--- src/rtl/spi_xfer_fsm.sv ---
//------------------------------------------------------------------------------
// Module      : spi_xfer_fsm
// Description : SPI slave transaction sequencer with configurable address/data
//               widths; optional burst mode enabled by defining SPI_BURST_EN.
// Revision    : 1.0 - initial parametrised release
//------------------------------------------------------------------------------
`default_nettype none

module spi_xfer_fsm #(
  parameter int ADDR_W = 7,
  parameter int DATA_W = 8
) (
  input  logic clk,
  input  logic reset_n,
  input  logic positiveedge_sclk,
  input  logic negativeedge_sclk,
  input  logic cs,
  input  logic mosi,
  output logic MISO_BUF,
  output logic ADDR_WE,
  output logic SR_WE,
  output logic DM_WE,
  output logic ADDR_INC
);

  localparam int c_CNT_MAX = (ADDR_W + 1 > DATA_W) ? ADDR_W + 1 : DATA_W;
  localparam int c_CNT_W   = $clog2(c_CNT_MAX) + 1;
  localparam logic [c_CNT_W-1:0] c_ADDR_LAST = c_CNT_W'(ADDR_W);
  localparam logic [c_CNT_W-1:0] c_DATA_LAST = c_CNT_W'(DATA_W);

  typedef enum logic [3:0] {
    S_IDLE, S_ADDR, S_RW_DEC, S_RD_LOAD, S_RD_SHIFT,
    S_WR_SHIFT, S_WR_COMMIT, S_NEXT, S_DONE
  } state_t;

`ifdef SPI_BURST_EN
  localparam state_t c_AFTER_WORD = S_NEXT;
`else
  localparam state_t c_AFTER_WORD = S_DONE;
`endif

  state_t             r_state, w_state_nxt;
  logic [c_CNT_W-1:0] r_cnt, w_cnt_nxt;
  logic               r_rw, w_rw_nxt;
  logic               w_sr_we;

  always_comb begin
    w_state_nxt = r_state;
    w_cnt_nxt   = r_cnt;
    w_rw_nxt    = r_rw;
    w_sr_we     = 1'b0;
    case (r_state)
      S_IDLE:      w_state_nxt = S_ADDR;
      S_ADDR: begin
        if (positiveedge_sclk) begin
          if (r_cnt == c_ADDR_LAST) begin
            w_state_nxt = S_RW_DEC;
            w_rw_nxt    = mosi;
          end else begin
            w_cnt_nxt = r_cnt + 1'b1;
          end
        end
      end
      S_RW_DEC:    w_state_nxt = r_rw ? S_RD_LOAD : S_WR_SHIFT;
      // A simultaneous positive edge masks the falling edge
      S_RD_LOAD: begin
        if (negativeedge_sclk && !positiveedge_sclk) begin
          w_state_nxt = S_RD_SHIFT;
          w_sr_we     = 1'b1;
        end
      end
      S_RD_SHIFT: begin
        if (r_cnt == c_DATA_LAST)   w_state_nxt = c_AFTER_WORD;
        else if (positiveedge_sclk) w_cnt_nxt   = r_cnt + 1'b1;
      end
      S_WR_SHIFT: begin
        if (r_cnt == c_DATA_LAST)   w_state_nxt = S_WR_COMMIT;
        else if (positiveedge_sclk) w_cnt_nxt   = r_cnt + 1'b1;
      end
      S_WR_COMMIT: w_state_nxt = c_AFTER_WORD;
      S_NEXT:      w_state_nxt = r_rw ? S_RD_LOAD : S_WR_SHIFT;
      S_DONE:      w_state_nxt = S_DONE;
      default:     w_state_nxt = S_IDLE;
    endcase
    // Deselect overrides everything, including a word-terminating edge
    if (cs) begin
      w_state_nxt = S_IDLE;
      w_sr_we     = 1'b0;
    end
    if (w_state_nxt != r_state) w_cnt_nxt = '0;
  end

  always_ff @(posedge clk or negedge reset_n) begin
    if (!reset_n) begin
      r_state  <= S_IDLE;
      r_cnt    <= '0;
      r_rw     <= 1'b0;
      MISO_BUF <= 1'b0;
      ADDR_WE  <= 1'b0;
      SR_WE    <= 1'b0;
      DM_WE    <= 1'b0;
    end else begin
      r_state  <= w_state_nxt;
      r_cnt    <= w_cnt_nxt;
      r_rw     <= w_rw_nxt;
      MISO_BUF <= (w_state_nxt == S_RD_SHIFT);
      ADDR_WE  <= (w_state_nxt == S_RW_DEC);
      SR_WE    <= w_sr_we;
      DM_WE    <= (w_state_nxt == S_WR_COMMIT);
    end
  end

`ifdef SPI_BURST_EN
  always_ff @(posedge clk or negedge reset_n) begin
    if (!reset_n) ADDR_INC <= 1'b0;
    else          ADDR_INC <= (w_state_nxt == S_NEXT);
  end
`else
  assign ADDR_INC = 1'b0;
`endif

endmodule

`default_nettype wire

--- config.mk ---
export PLATFORM = sky130hd
export DESIGN_NAME = spi_xfer_fsm
export DESIGN_NICKNAME = d
export VERILOG_FILES = /design/src/rtl/spi_xfer_fsm.sv
export SDC_FILE = /design/constraint.sdc
export NUM_CORES = 1
export LEC_CHECK = 0
export ABC_CLOCK_PERIOD_IN_PS = 3100
export CAP_MARGIN = 10
export CORE_UTILIZATION = 25
export DETAILED_ROUTE_END_ITERATION = 7
export SLEW_MARGIN = 20
export SYNTH_ARGS = -nofsm -noshare
export SYNTH_HDL_FRONTEND = slang
export SYNTH_SLANG_ARGS = --single-unit
--- constraint.sdc ---
create_clock -name clk -period 3.1 [get_ports clk]
set_input_delay 0.465 -clock clk [delete_from_list [all_inputs] [get_ports clk]]
set_output_delay 0.465 -clock clk [all_outputs]
set_load 0.05 [all_outputs]
======== Word level (Yosys, flattened, before mapping) ========
Cells that the tools add are included.
storage, ports and cells
  memory bits (read-only) ................. 0
  memories kept ........................... 0
  bits in latches ......................... 0
  memory bits (writable) .................. 0
  output and inout bits ................... 5
  flip-flop bits (word level) ............. 13
operators by class
  equal/unequal tests ..................... 18
  reduce and logical (&&, ||, !) cells .... 9
  bitwise gates (word level) .............. 0
  muxes and demuxes ....................... 17
  $mul .................................... 0
  shift-type cells ........................ 0
  add/subtract/negate cells ............... 1
  $lt $le $gt $ge ......................... 0
  divide/modulo/power cells ............... 0
operators with widths
  kind                                                                   number
  4-bit 2-to-1 mux                                                       11
  4-bit by 3-bit equality test with 1-bit output, second input constant  7
  4-bit one-hot mux with 7 select lines                                  1
  4-bit by 2-bit equality test with 1-bit output, second input constant  3
  4-bit equality test, second input constant                             2
  4-bit one-hot mux with 2 select lines                                  1
  3-bit != test, second input constant                                   2
  2-bit OR reduction                                                     3
  5-bit AND reduction                                                    1
  4-bit by 1-bit adder with 4-bit output, second input constant          1
  4-bit by 1-bit equality test with 1-bit output, second input constant  1
  4-bit zero test                                                        1
  4-bit != test                                                          1
  1-bit 2-to-1 mux                                                       3
  3-bit 2-to-1 mux                                                       1
  3-bit by 1-bit != test with 1-bit output, second input constant        1
  3-bit by 2-bit != test with 1-bit output, second input constant        1
  3-bit AND reduction                                                    1
  3-bit nonzero test                                                     1
  1-bit logical AND                                                      1
  1-bit zero test                                                        1

======== Longest topological paths before layout ========
  depth after elaboration ................. 8
  depth in mapped cells ................... 7
  mapped depth without buffers ............ 7

======== Worst setup path before layout ========
Ideal clock, no wire load.
  kind .................................... register -> register
  start ................................... register r_cnt[0]
  end ..................................... register r_cnt[0]
  path slack .............................. 1.324 ns
  period minus slack after synthesis ...... 1.776 ns
  stages on the path, launching flop included .. 8
  data required time ...................... 3.014 ns
  library setup time ...................... 0.086 ns
  arrival ................................. 1.690 ns
  cells stage by stage .................... dfrtp_1 > inv_1 > ha_1 > nand3b_1 > nor2b_1 > a211oi_2 > mux2_4 > nor3_1
between the ends
  longest elaborated chain between the ends .. 8
  elaborated cells between the ends (all ways) .. 22
  those cells by class .................... add/sub: 1; eq/ne: 7; mux: 12; reduce/logical: 2
RTL lines
  item                                                          line  text
  from (decl)                                                   43    logic [c_CNT_W-1:0] r_cnt, w_cnt_nxt;
  from (signal assigned)                                        104   r_cnt <= w_cnt_nxt;
  4-bit by 3-bit equality test with 1-bit output                56    if (r_cnt == c_ADDR_LAST) begin
  4-bit 2-to-1 mux                                              56
  4-bit 2-to-1 mux                                              55    if (positiveedge_sclk) begin
  4-bit one-hot mux with 7 select lines                         52    case (r_state)
  4-bit 2-to-1 mux                                              86    if (cs) begin
  4-bit != test                                                 90    if (w_state_nxt != r_state) w_cnt_nxt = '0;
  3-bit != test (no source line), or another cell as far along  n/a
  5-bit AND reduction (no source line)                          n/a
Parallel ways exist; a longest one is shown, timed or not. The select of a mux whose other input is x is not followed.
A chain may end at the register's enable or synchronous reset.

======== Final worst setup path ========
  start ................................... register r_state[0]
  end ..................................... register r_cnt[2]
between the ends
  longest elaborated chain between the ends .. 7
  elaborated cells between the ends (all ways) .. 28
  those cells by class .................... eq/ne: 13; mux: 9; reduce/logical: 6
RTL lines
  item                                                                     line  text
  from (decl)                                                              42    state_t r_state, w_state_nxt;
  from (signal assigned)                                                   103   r_state <= w_state_nxt;
  4-bit equality test, or another cell as far along                        52
  2-bit OR reduction (no source line) or 4-bit 2-to-1 mux (tied branches)  n/a
  4-bit one-hot mux with 7 select lines                                    52
  4-bit 2-to-1 mux                                                         86
  4-bit != test                                                            90
  3-bit != test (no source line), or another cell as far along             n/a
  5-bit AND reduction (no source line)                                     n/a
Parallel ways exist; a longest one is shown, timed or not.

==> results.cfg <==
[clock_network]
htreeDepth = 1
hold_buffers = 0
cts_tree = yes
root_buffer = clkbuf_4
clkLatencyLatePin_ns = 0.27
clkTransAtPathRegs_ns = 0.08
cts_resized = 0
cts_setup_buffers = 0
cts_buffer_depth = 2
cts_inserted_buffers = 3
clock-sinks = 13

[critical_path]
rr_startpoint = r_state[0]$_DFF_PN0_
r2r_end = r_cnt[2]$_DFFE_PN0P_
critPathMaxFanout = 15
r2r_slack_ns = 1.02
worstSetupPathType = reg -> reg
crit_path_start = r_state[0]$_DFF_PN0_
crit_slowest_cell = dfrtp_1
cpPeakStageDelay_ns = 0.67
path_depth = 5
required_ns = 3.28
crit_chain = or4b_4, o22ai_1, a221o_1, o211ai_2, nor3_1
startpoint_type = register
critical_path_buf_inv_count = 0
path_delay_family = simple AND/OR/NAND/NOR gates
cp-end-kind = register
cp.arrival_ns = 2.27
ff2ff_path_depth = 5

[timing]
hold_slack_ns = 0.545
slew_headroom_pct = 61.9
finalCriticalPeriod_ns = 2.08
timing.final.max_slew_violations = 0
fmax_mhz = 480
hold_viol = 0
rsz0062_at_grt = no
fin_setup_tns_ns = 0
finalSetupViolCount = 0
worstMarginPinSlew_ns = 0.570
fin_skew_ns = 0.00206
period_share_pct = 67.2

[grt]
grt_pass1_vias = 612
grt-ovfl-total = 0
grt_max_degree = 16
grtUsageTotal_pct = 11.2
grt_pass1_wl_microns = 2910
antenna_found_initial = 0

[route]
antenna_left = 0
drt-vias-per-instance = 4.96
drc = 0
vias = 694
finalWirelength_microns = 1740
dr.pass1.iters = 4
drt_iter0_markers = 18
wire_per_inst_microns = 12.4

[floorplan]
die_y_microns = 60.6
core_sq_um = 3150
die_area_sq_um = 3670
die_w_microns = 60.6
io_pins = 11
fp-row-count = 20
start_util_pct = 27.2

[synth]
ys_types = 42
yosys.area.top_type = dfrtp_1
synth_fp_nets = 96
ys_ff_latch = 13
synth_edf_count = 0
yosysSeqAreaShare_pct = 38.0
syn_inst = 88
async_flop_share_pct = 100
yosysWarnings = 0
synth_most_common_cell = dfrtp_1
synth_top_area_share_pct = 38.0
avgSynthCellArea_sq_um = 9.74
ys.flop_type = dfrtp_1
ys_top_cells_by_area = dfrtp_1 (38%), nor3_1 (4.7%), a2111oi_4 (3.2%)
netlist_area_sq_um = 857
synthTopCellsByCount = dfrtp_1 (13), nor3_1 (8), nor2_1 (7)

[cells_and_area]
diodes = 0
fin_util_pct = 31.5
syn_to_final_growth_pct = 16.1
final_nets = 105
final_cells = 140
drive_above_1_share_pct = 11.5

[hold_path]
whs_endpoint = r_rw$_DFFE_PN0P_
hp-class = reg -> reg
min_from = r_rw$_DFFE_PN0P_
hold_depth = 1

[power_and_ir_drop]
power_switching_uw = 91.2
powerDensity_nw_per_um2 = 345
pwr-share-seq_pct = 53.9
sw_frac_of_total_pct = 26.6
vdd_drop_max_v = 0.0000978
p_total_uw = 343
pwr-share-comb_pct = 16.2
clkPwrFrac_pct = 29.9
p_int_uw = 252
p_leak_nw = 0.437

[place]
io_buffers = 9
gp_congestion = 0.821
dpl.hpwl_microns = 1350
dp_cells = 136

[job]
drv_cap = 0

[run_status]
status = finished clean
-- cell type report --
class	count	area (sq um)
inverter	6	23.8
sequential	13	325
timing repair buffer	9	90.1
fill	345	2160
tap	44	55.1
clock buffer	4	26.3
multi-input combinational	64	474
-- metrics by stage --
stage	worst slack [ns]	instance area, sq um
2_1_floorplan	1.32	857
3_3_place_gp	0.803	968
3_5_place_dp	0.707	968
4_1_cts	1.02	995
5_1_grt	0.854	995
6_report	1.02	995
-- kinds of logic (layout without fill, tap and decap cells) --
family | after synthesis | after routing | synth area share [%]
and+or+nand+nor | 36 | 36 | 26.1
AOI/OAI and AO/OA | 19 | 19 | 18.5
adders and majority gates | 2 | 2 | 2.92
xor gates and xnor gates | 3 | 3 | 3.07
DFF | 13 | 13 | 38.0
muxes | 3 | 3 | 4.23
other | 1 | 1 | 0.438
buffers and inverters | 11 | 19 | 6.71
-- how the worst max path moves through the flow --
stage | end | slack [ns]
after CTS | r_cnt[2]$_DFFE_PN0P_ | 1.02
final | r_cnt[2]$_DFFE_PN0P_ | 1.02
after floorplan | r_cnt[0]$_DFFE_PN0P_ | 1.32
after global routing | r_cnt[2]$_DFFE_PN0P_ | 0.85
after detailed placement | r_cnt[2]$_DFFE_PN0P_ | 0.71
after global placement | r_cnt[3]$_DFFE_PN0P_ | 0.80
-- layout by cell type, fill, tap and decap left out, types with 3 or more instances in the layout --
master	n
dfrtp_1	13
clkdlybuf4s50_1	9
nor3_1	8
nor2_1	7
inv_1	5
a31oi_1	3
and3_1	3
a21oi_1	3
clkbuf_4	3
-- state kept, by name, summed over array words and instances, names as in the netlist --
signal,cells
r_rw,1
r_state,4
MISO_BUF,1
r_cnt,4
ADDR_WE,1
SR_WE,1
DM_WE,1
-- power groups by stage --
stage                     Clock (mW)  Sequential, mW  Combinational, mW
final                          0.102           0.185             0.0556
after floorplan                    0           0.183             0.0438
after detailed placement           0           0.188             0.0562
after global placement             0           0.188             0.0547
after CTS                      0.105           0.185             0.0561
after global routing           0.120           0.187             0.0626
-- layer usage --
layer / global-route usage, % / vias to the layer above / wire (microns)
li1: - / 339 / -
met1: 15.0 / 331 / 902
met2: 16.5 / 20 / 725
met3: 3.20 / 4 / 91
met4: 5.84 / 0 / 22
met5: 0 / - / 0
(Power assumes the default switching activity.)
